[src/rtl/cmd_pkt_pkg.sv]
// Shared types and helpers for the robot command packet decoder.
// CMD_PKT_CHECKSUM_EN adds a trailing checksum word to every packet.
package cmd_pkt_pkg;

  typedef enum logic [1:0] {
    IDLE,
    PAYLOAD,
    CSUM
  } state_t;

`ifdef CMD_PKT_CHECKSUM_EN
  localparam int CSUM_WORDS = 1;
`else
  localparam int CSUM_WORDS = 0;
`endif

  localparam int NUM_MOTORS = 4;
  localparam int PKT_LEN = NUM_MOTORS + 2 + CSUM_WORDS;

  function automatic longint unsigned sync_word(int w);
    return (64'd1 << w) - 64'd1;
  endfunction

endpackage

[src/rtl/cmd_packet_decoder_if.sv]
// Receive-side bus from the UART receiver: one word plus a strobe.
// master drives it (UART side), slave consumes it (decoder side).
interface cmd_packet_decoder_if #(
  parameter int DATA_W = 8
);

  logic [DATA_W-1:0] rx_data;
  logic              rx_valid;

  modport master (output rx_data, output rx_valid);
  modport slave  (input rx_data, input rx_valid);

endinterface

[src/rtl/cmd_timeout_timer.sv]
// Reloadable saturating down-counter; expired holds until next reload.
// Reset behaves like a reload so the full window starts from reset.
module cmd_timeout_timer #(
  parameter int unsigned CYC = 1
) (
  input  logic clk,
  input  logic reset,
  input  logic reload,
  input  logic enable,
  output logic expired
);

  localparam int W = $clog2(CYC + 1);

  logic [W-1:0] cnt;

  always_ff @(posedge clk) begin
    if (reset || reload) begin
      cnt <= W'(CYC - 1);
    end else if (enable && cnt != '0) begin
      cnt <= cnt - 1'b1;
    end
  end

  assign expired = (cnt == '0);

endmodule

[src/rtl/cmd_packet_decoder.sv]
// Robot command packet decoder: sync, motor words, aux, optional checksum.
// Optional checksum word enabled by CMD_PKT_CHECKSUM_EN.
module cmd_packet_decoder
  import cmd_pkt_pkg::*;
#(
  parameter int                NUM_MOTORS = 4,
  parameter int                DATA_W     = 8,
  parameter logic [DATA_W-1:0] SYNC_WORD  = DATA_W'(sync_word(DATA_W)),
  parameter int unsigned       GAP_CYC    = 50000,
  parameter int unsigned       WDOG_CYC   = 5000000
) (
  input  logic                         clk,
  input  logic                         reset,
  cmd_packet_decoder_if.slave          rx,
  output logic [NUM_MOTORS*DATA_W-1:0] motor,
  output logic [DATA_W-2:0]            kick,
  output logic                         dribbler,
  output logic                         charge_flag,
  output logic                         pkt_ok,
  output logic                         pkt_err,
  output logic                         failsafe
);

  localparam int IDX_W = $clog2(NUM_MOTORS + 2);
  localparam logic [IDX_W-1:0] AUX_IDX = IDX_W'(NUM_MOTORS);

  state_t                       state, state_nx;
  logic [IDX_W-1:0]             idx;
  logic [NUM_MOTORS*DATA_W-1:0] shadow;
  logic [DATA_W-1:0]            aux;
  logic store, commit, abort;
  logic gap_exp, wdog_exp, sync_hit;

  assign sync_hit = rx.rx_valid && (rx.rx_data == SYNC_WORD);

`ifdef CMD_PKT_CHECKSUM_EN
  logic [DATA_W-1:0] aux_q;
  logic [DATA_W-1:0] sum;
  assign aux = aux_q;
`else
  assign aux = rx.rx_data;
`endif

  always_ff @(posedge clk) begin
    if (reset) state <= IDLE;
    else       state <= state_nx;
  end

  always_comb begin
    state_nx = state;
    store    = 1'b0;
    commit   = 1'b0;
    abort    = 1'b0;
    unique case (state)
      IDLE: begin
        if (sync_hit) state_nx = PAYLOAD;
      end
      PAYLOAD: begin
        if (rx.rx_valid) begin
          store = 1'b1;
          if (idx == AUX_IDX) begin
`ifdef CMD_PKT_CHECKSUM_EN
            state_nx = CSUM;
`else
            commit   = 1'b1;
            state_nx = IDLE;
`endif
          end
        end else if (gap_exp) begin
          abort    = 1'b1;
          state_nx = IDLE;
        end
      end
`ifdef CMD_PKT_CHECKSUM_EN
      CSUM: begin
        if (rx.rx_valid) begin
          state_nx = IDLE;
          if (rx.rx_data == sum) commit = 1'b1;
          else                   abort  = 1'b1;
        end else if (gap_exp) begin
          abort    = 1'b1;
          state_nx = IDLE;
        end
      end
`endif
      default: state_nx = IDLE;
    endcase
  end

  always_ff @(posedge clk) begin
    if (reset) begin
      idx         <= '0;
      shadow      <= '0;
      motor       <= '0;
      kick        <= '0;
      dribbler    <= 1'b0;
      charge_flag <= 1'b0;
      pkt_ok      <= 1'b0;
      pkt_err     <= 1'b0;
      failsafe    <= 1'b0;
`ifdef CMD_PKT_CHECKSUM_EN
      aux_q       <= '0;
      sum         <= '0;
`endif
    end else begin
      pkt_ok  <= commit;
      pkt_err <= abort;
      if (state == IDLE && sync_hit) begin
        idx <= '0;
`ifdef CMD_PKT_CHECKSUM_EN
        sum <= '0;
`endif
      end else if (store) begin
        for (int i = 0; i < NUM_MOTORS; i++) begin
          if (idx == IDX_W'(i)) shadow[i*DATA_W +: DATA_W] <= rx.rx_data;
        end
        idx <= idx + 1'b1;
`ifdef CMD_PKT_CHECKSUM_EN
        if (idx == AUX_IDX) aux_q <= rx.rx_data;
        sum <= sum + rx.rx_data;
`endif
      end
      // A commit in the same cycle as watchdog expiry takes priority.
      if (commit) begin
        motor       <= shadow;
        kick        <= aux[DATA_W-2:0];
        dribbler    <= aux[DATA_W-1];
        charge_flag <= (aux[DATA_W-2:0] != '0);
        failsafe    <= 1'b0;
      end else if (wdog_exp) begin
        motor       <= '0;
        kick        <= '0;
        dribbler    <= 1'b0;
        charge_flag <= 1'b0;
        failsafe    <= 1'b1;
      end
    end
  end

  cmd_timeout_timer #(.CYC(GAP_CYC)) u_gap (
    .clk     (clk),
    .reset   (reset),
    .reload  (rx.rx_valid),
    .enable  (state != IDLE),
    .expired (gap_exp)
  );

  if (WDOG_CYC > 0) begin : g_wdog
    cmd_timeout_timer #(.CYC(WDOG_CYC)) u_wdog (
      .clk     (clk),
      .reset   (reset),
      .reload  (commit),
      .enable  (1'b1),
      .expired (wdog_exp)
    );
  end else begin : g_no_wdog
    assign wdog_exp = 1'b0;
  end

endmodule

[src/flat_wrapper.sv]
// flat-port wrapper written by rule: the top's interface ports become plain ports
module cmd_packet_decoder_flat import cmd_pkt_pkg::*;
#(
  parameter int                NUM_MOTORS = 4,
  parameter int                DATA_W     = 8,
  parameter logic [DATA_W-1:0] SYNC_WORD  = DATA_W'(sync_word(DATA_W)),
  parameter int unsigned       GAP_CYC    = 50000,
  parameter int unsigned       WDOG_CYC   = 5000000
)
  (clk, reset, motor, kick, dribbler, charge_flag, pkt_ok, pkt_err, failsafe, rx_rx_data, rx_rx_valid);
  cmd_packet_decoder_if #(.DATA_W(DATA_W)) rx_i ();
  input  logic clk;
  input  logic reset;
  output logic [NUM_MOTORS*DATA_W-1:0] motor;
  output logic [DATA_W-2:0] kick;
  output logic dribbler;
  output logic charge_flag;
  output logic pkt_ok;
  output logic pkt_err;
  output logic failsafe;
  input wire logic [$bits(rx_i.rx_data)-1:0] rx_rx_data;
  input wire logic [$bits(rx_i.rx_valid)-1:0] rx_rx_valid;
  assign rx_i.rx_data = rx_rx_data;
  assign rx_i.rx_valid = rx_rx_valid;
  cmd_packet_decoder #(.NUM_MOTORS(NUM_MOTORS), .DATA_W(DATA_W), .SYNC_WORD(SYNC_WORD), .GAP_CYC(GAP_CYC), .WDOG_CYC(WDOG_CYC)) u_core (.clk(clk), .reset(reset), .rx(rx_i), .motor(motor), .kick(kick), .dribbler(dribbler), .charge_flag(charge_flag), .pkt_ok(pkt_ok), .pkt_err(pkt_err), .failsafe(failsafe));
endmodule
[config.mk]
export PLATFORM = sky130hd
export DESIGN_NAME = cmd_packet_decoder_flat
export DESIGN_NICKNAME = d
export VERILOG_FILES = /design/src/rtl/cmd_pkt_pkg.sv /design/src/rtl/cmd_packet_decoder_if.sv /design/src/rtl/cmd_timeout_timer.sv /design/src/rtl/cmd_packet_decoder.sv /design/src/flat_wrapper.sv
export SDC_FILE = /design/constraint.sdc
export NUM_CORES = 1
export LEC_CHECK = 0
export BUFFER_PORTS_ARGS = -buffer_cell sky130_fd_sc_hd__buf_2
export CAP_MARGIN = 15
export CORE_ASPECT_RATIO = 0.9
export CORE_MARGIN = 5
export CORE_UTILIZATION = 50
export DETAILED_ROUTE_END_ITERATION = 16
export GPL_TIMING_DRIVEN = 1
export PLACE_DENSITY = 0.7
export SLEW_MARGIN = 20
export SYNTH_ARGS = -nofsm -noshare
export SYNTH_HDL_FRONTEND = slang
export SYNTH_HIERARCHICAL = 1
export SYNTH_SLANG_ARGS = --single-unit
[constraint.sdc]
create_clock -name clk -period 2.8 [get_ports clk]
set_input_delay 0.14 -clock clk [delete_from_list [all_inputs] [get_ports clk]]
set_output_delay 0.14 -clock clk [all_outputs]
set_load 0.01 [all_outputs]
======== After elaboration in Yosys (flattened, before gate mapping) ========
Index checks and enable logic that the tools add are counted.
word-level totals
  output and inout port bits .............. 44
  register bits after elaboration ......... 120
  input port bits ......................... 11
  word-level logic and storage cells ...... 69
operators by class
  bitwise operators ....................... 2
  reduce and logical (&&, ||, !) cells .... 22
  multiplexer cells ....................... 18
  add/sub/neg operators ................... 3
  equal/unequal tests ..................... 9
operators with widths
  kind                     number
  $mux W32                 2
  $logic_not A23 Y1        1
  $reduce_bool A23 Y1      1
  $sub A23 B1 Y23 const B  1
  $logic_not A16 Y1        1
  $reduce_bool A16 Y1      1
  $sub A16 B1 Y16 const B  1
  $reduce_and A3 Y1        5
  $mux W7                  2
  $mux W1                  9
  $eq A8 B8 Y1 const B     1
  $mux W2                  4
  $reduce_bool A7 Y1       1
  $eq A3 B2 Y1 const B     2
  $ne A3 B2 Y1 const B     2
  $pmux W2 S2              1
  $reduce_bool A2 Y1       2
  $reduce_or A2 Y1         2
  $add A3 B1 Y3 const B    1
  $eq A3 B1 Y1 const B     1
  $eq A3 B3 Y1 const B     1
  $logic_and A1 B1 Y1      3
  $logic_not A3 Y1         1
  $reduce_or A3 Y1         1
  5 further kinds          7

======== Longest topological paths before layout ========
  depth after elaboration ................. 5
  gate-level depth with buffers ........... 8
  mapped depth without buffers ............ 7

======== By module ========
The synthesis kept the hierarchy.
by module, submodules not included
  module                                    instances  seq. area each (um2)  area each (um2)  cells each
  cmd_packet_decoder                        1          1,601.5               2,899.0          272
  cmd_timeout_timer (u_core.g_wdog.u_wdog)  1          460.4                 1,176.1          134
  cmd_timeout_timer (u_core.u_gap)          1          320.3                 875.8            103

======== Worst setup path before layout ========
Ideal clock, no wire load.
  path type ............................... register to register
  start point ............................. reg u_core.g_wdog.u_wdog.cnt[5]
  end point ............................... reg u_core.dribbler
  data required time ...................... 2,683 ps
  setup time .............................. 117 ps
  clock period less this slack ............ 2,097 ps
  arrival time ............................ 1,980 ps
  buffers on the path ..................... 2
  path slack .............................. 703 ps
  cell stages (with the launch flop) ...... 8
  cell sequence ........................... dfxtp_1 > or4_4 > or3_1 > buf_6 > nor2_1 > nor3_4 > buf_6 > a22o_1
on the way
  word-level cells in the longest chain between the ends .. 2
RTL lines
  what                          RTL line                   text
  start, declared               cmd_timeout_timer.sv:15    logic [W-1:0] cnt;
  start signal, assigned        cmd_timeout_timer.sv:19    cnt <= W'(CYC - 1);
  start signal, assigned        cmd_timeout_timer.sv:21    cnt <= cnt - 1'b1;
  $logic_not A23 Y1             cmd_timeout_timer.sv:25    assign expired = (cnt == '0);
  via u_core.wdog_exp           cmd_packet_decoder.sv:32   logic gap_exp, wdog_exp, sync_hit;
  $reduce_bool A2 Y1 (no line)  -
  end signal, assigned          cmd_packet_decoder.sv:127  dribbler <= aux[DATA_W-1];
  end, declared                 cmd_packet_decoder.sv:17   output logic dribbler,
The timed path passes the listed nets, and every way through them passes these cells.
A chain may end at the register's enable or synchronous reset.

======== Worst setup path in the final report ========
  start point ............................. reg u_core.g_wdog.u_wdog.cnt[5]
  end point ............................... reg u_core.motor[6]
on the way
  word-level cells in the longest chain between the ends .. 2
RTL lines
  what                          RTL line                   text
  $logic_not A23 Y1             cmd_timeout_timer.sv:25
  via u_core.wdog_exp           cmd_packet_decoder.sv:32
  $reduce_bool A2 Y1 (no line)  -
  end signal, assigned          cmd_packet_decoder.sv:125  motor <= shadow;
  end, declared                 cmd_packet_decoder.sv:15   output logic [NUM_MOTORS*DATA_W-1:0] motor,
The timed path passes the listed nets, and every way through them passes these cells.

==> results.cfg <==
[critical_path]
critPathArrivalTime_ns = 2.88
worst_setup_path_end_kind = flip-flop
crit_fanout = 25
cp-start-kind = flip-flop
critical_path_class = flip-flop to flip-flop
required_ns = 3.19

[min_path]
worstHoldPathType = primary input to flip-flop

[synth]
ys_ff_latch = 119
yosysTopAreaCell = dfxtp_1
synth.most_common_cell = dfxtp_1
synth_top_area_share_pct = 48.12
synth_flop_cell = dfxtp_1
postSynth.asyncResetShare_pct = 0
synth_area_um2 = 4951
synth-edff-count = 0
ys_types = 60
ys_warn_count = 6
synth_seq_area_share_pct = 48.12
syn-mean-instance-area_um2 = 9.727
synth_area_leaders = dfxtp_1 (48%), a22o_1 (7.3%), nand2_1 (5.3%), a21oi_1 (4.0%), buf_6 (2.5%)
synth_cells = 509
synthTopCellsByCount = dfxtp_1 (119), nand2_1 (70), a22o_1 (41)

[clock_network]
cts_htree_levels = 4
clk_path_buf_depth = 2
cts_tree = yes
cts_sinks = 119
cts_buffers = 17
cts_root_buffer = clkbuf_8
post_cts_resized = 0
clkSlewWorstSetupHoldPaths_ns = 0.06
clk-insertion-delay-late_ns = 0.51

[floorplanning]
core_um2 = 9657
io_pins = 55
fp.dieH_um = 104.4
die_x_um = 114.9
die_area_um2 = 11990
rows = 34
start_util_pct = 51.27

[sta]
period_share_pct = 88.64
fin_worst_skew_ns = 0.008322
tightest_slew_ns = 0.9564
relSlewSlack_pct = 36.03
holdWs_ns = 0.06533
slew_viol_final = 0
tns_ns = 0
rsz0062_at_grt = no
period_minus_slack_ns = 2.482
finalSetupViolCount = 0
fmax_mhz = 402.9
hold_viol = 0
setup_slack_ns = 0.3181

[grt]
antenna_found_initial = 1
gr-total-overflow = 0
grt_first_pass_wirelength_um = 19990
grt_max_degree = 43
grt_pass1_vias = 4018
track_usage_pct = 20.71

[place]
io_buffers = 54
dpl.hpwl_um = 7611
place_area_um2 = 5273
gp_congestion = 0.8011
pre_cts_ws_ns = 0.3338

[layout]
drive_above_1_share_pct = 21.15
multiInputGateArea_um2 = 2354
final_nets = 597
num-fill-cells = 801
areaGrowthSynthToFinish_pct = 21.28
fin_area_um2 = 6005
regArea_um2 = 2382

[power_and_ir_drop]
power_density_nw_per_um2 = 697.3
p_leak_nw = 2.454
peakVddDrop_mv = 0.5279
power_mw = 4.187

[route]
dr.pass1.iters = 5
postRouteAntennaNets = 0
dr_total_vias = 4119
viasPerCell = 5.737
wl_um = 12140
wl_per_cell_um = 16.91
remaining_drc_errors = 0
drt-initial-drc-count = 285

[run]
drv_cap = 0

[status]
outcome = finished, final reports clean
[worst paths after layout]
path | start | end | slack (ns) | cells past startpoint
hold / removal | reset | u_core/shadow[26]$_SDFFE_PP0P_ | 0.07 | 2
setup reg to reg | u_core/g_wdog.u_wdog/cnt[5]$_SDFFE_PP1P_ | u_core/motor[6]$_SDFFE_PP0P_ | 0.32 | 6
setup / recovery | u_core/g_wdog.u_wdog/cnt[5]$_SDFFE_PP1P_ | u_core/motor[6]$_SDFFE_PP0P_ | 0.32 | 6
hold reg to reg | u_core/shadow[5]$_SDFFE_PP0P_ | u_core/shadow[5]$_SDFFE_PP0P_ | 0.46 | 2
[report_power, final]
group | switching, mW | total [mW] | internal [mW]
clock network | 0.767 | 2.39 | 1.62
registers | 0.00403 | 1.70 | 1.70
logic | 0.0687 | 0.0972 | 0.0285
total | 0.840 | 4.19 | 3.35
[routing by layer]
metal / up-vias / track usage [%] / routed length [um]
met4: 0 / 7.041 / 104
met5: - / 0 / 0
met1: 2002 / 26.97 / 5466
li1: 1989 / - / -
met2: 118 / 33.02 / 5841
met3: 10 / 5.526 / 727
[registers in the layout (all words and copies together), names as in the netlist, 3 cells and up]
| register | flops |
|---|---|
| u_core/shadow | 32 |
| u_core/kick | 7 |
| u_core/u_gap/cnt | 16 |
| u_core/idx | 3 |
| u_core/g_wdog.u_wdog/cnt | 23 |
| u_core/motor | 32 |
[kinds of logic after synthesis]
kind of cell | synth area share (%)
and+or+nand+nor | 24.26
DFF | 48.12
AOI/OAI and AO/OA | 15.92
buffers and inverters | 4.726
xor gates and xnor gates | 2.653
muxes | 2.224
adders and majority gates | 2.022
other | 0.07574
[area by class of cell]
type | count | area share (%)
Sequential cell | 119 | 39.67
Multi-Input combinational cell | 359 | 39.20
Timing Repair Buffer | 72 | 7.085
Clock buffer | 19 | 7.022
Clock inverter | 13 | 3.792
Tap cell | 126 | 2.626
Inverter | 9 | 0.5626
Antenna cell | 1 | 0.04168
[cell usage in the layout, fill, tap and decap left out, types with 4 or more instances in the layout]
cell	count
nor3_1	14
nand4_1	9
nor2_1	28
clkbuf_16	16
o21ai_0	7
nor4_1	8
o31ai_1	4
nand2_1	70
dlygate4sd3_1	8
dfxtp_1	119
ha_1	8
bufinv_16	6
or3_1	11
xor2_1	10
xnor2_1	5
nand3_1	11
buf_2	54
conb_1	6
inv_1	9
o21ai_1	6
buf_4	10
or4_1	6
mux2i_1	11
and3_1	5
a21oi_1	40
a22o_1	41
or4_4	4
[critical path: stages (launching register included)]
cell	delay (ns)
dfxtp_1	0.35
or4_4	0.58
or3_1	0.50
nor2_1	0.28
nor3_4	0.19
buf_4	0.26
a22o_1	0.20
[metrics by stage]
step	instances	util, %
detailed placement	677	54.60
finish	718	62.18
global placement	677	54.60
CTS	717	62.15
floorplan	514	-
global route	718	62.18
[what timing repair did]
item                                   in CTS  in global routing
buffers inserted                            0                  0
endpoints found under the hold margin      23                  0
hold buffers                                8                  0
No activity file was read; power rests on OpenSTA's default activity.
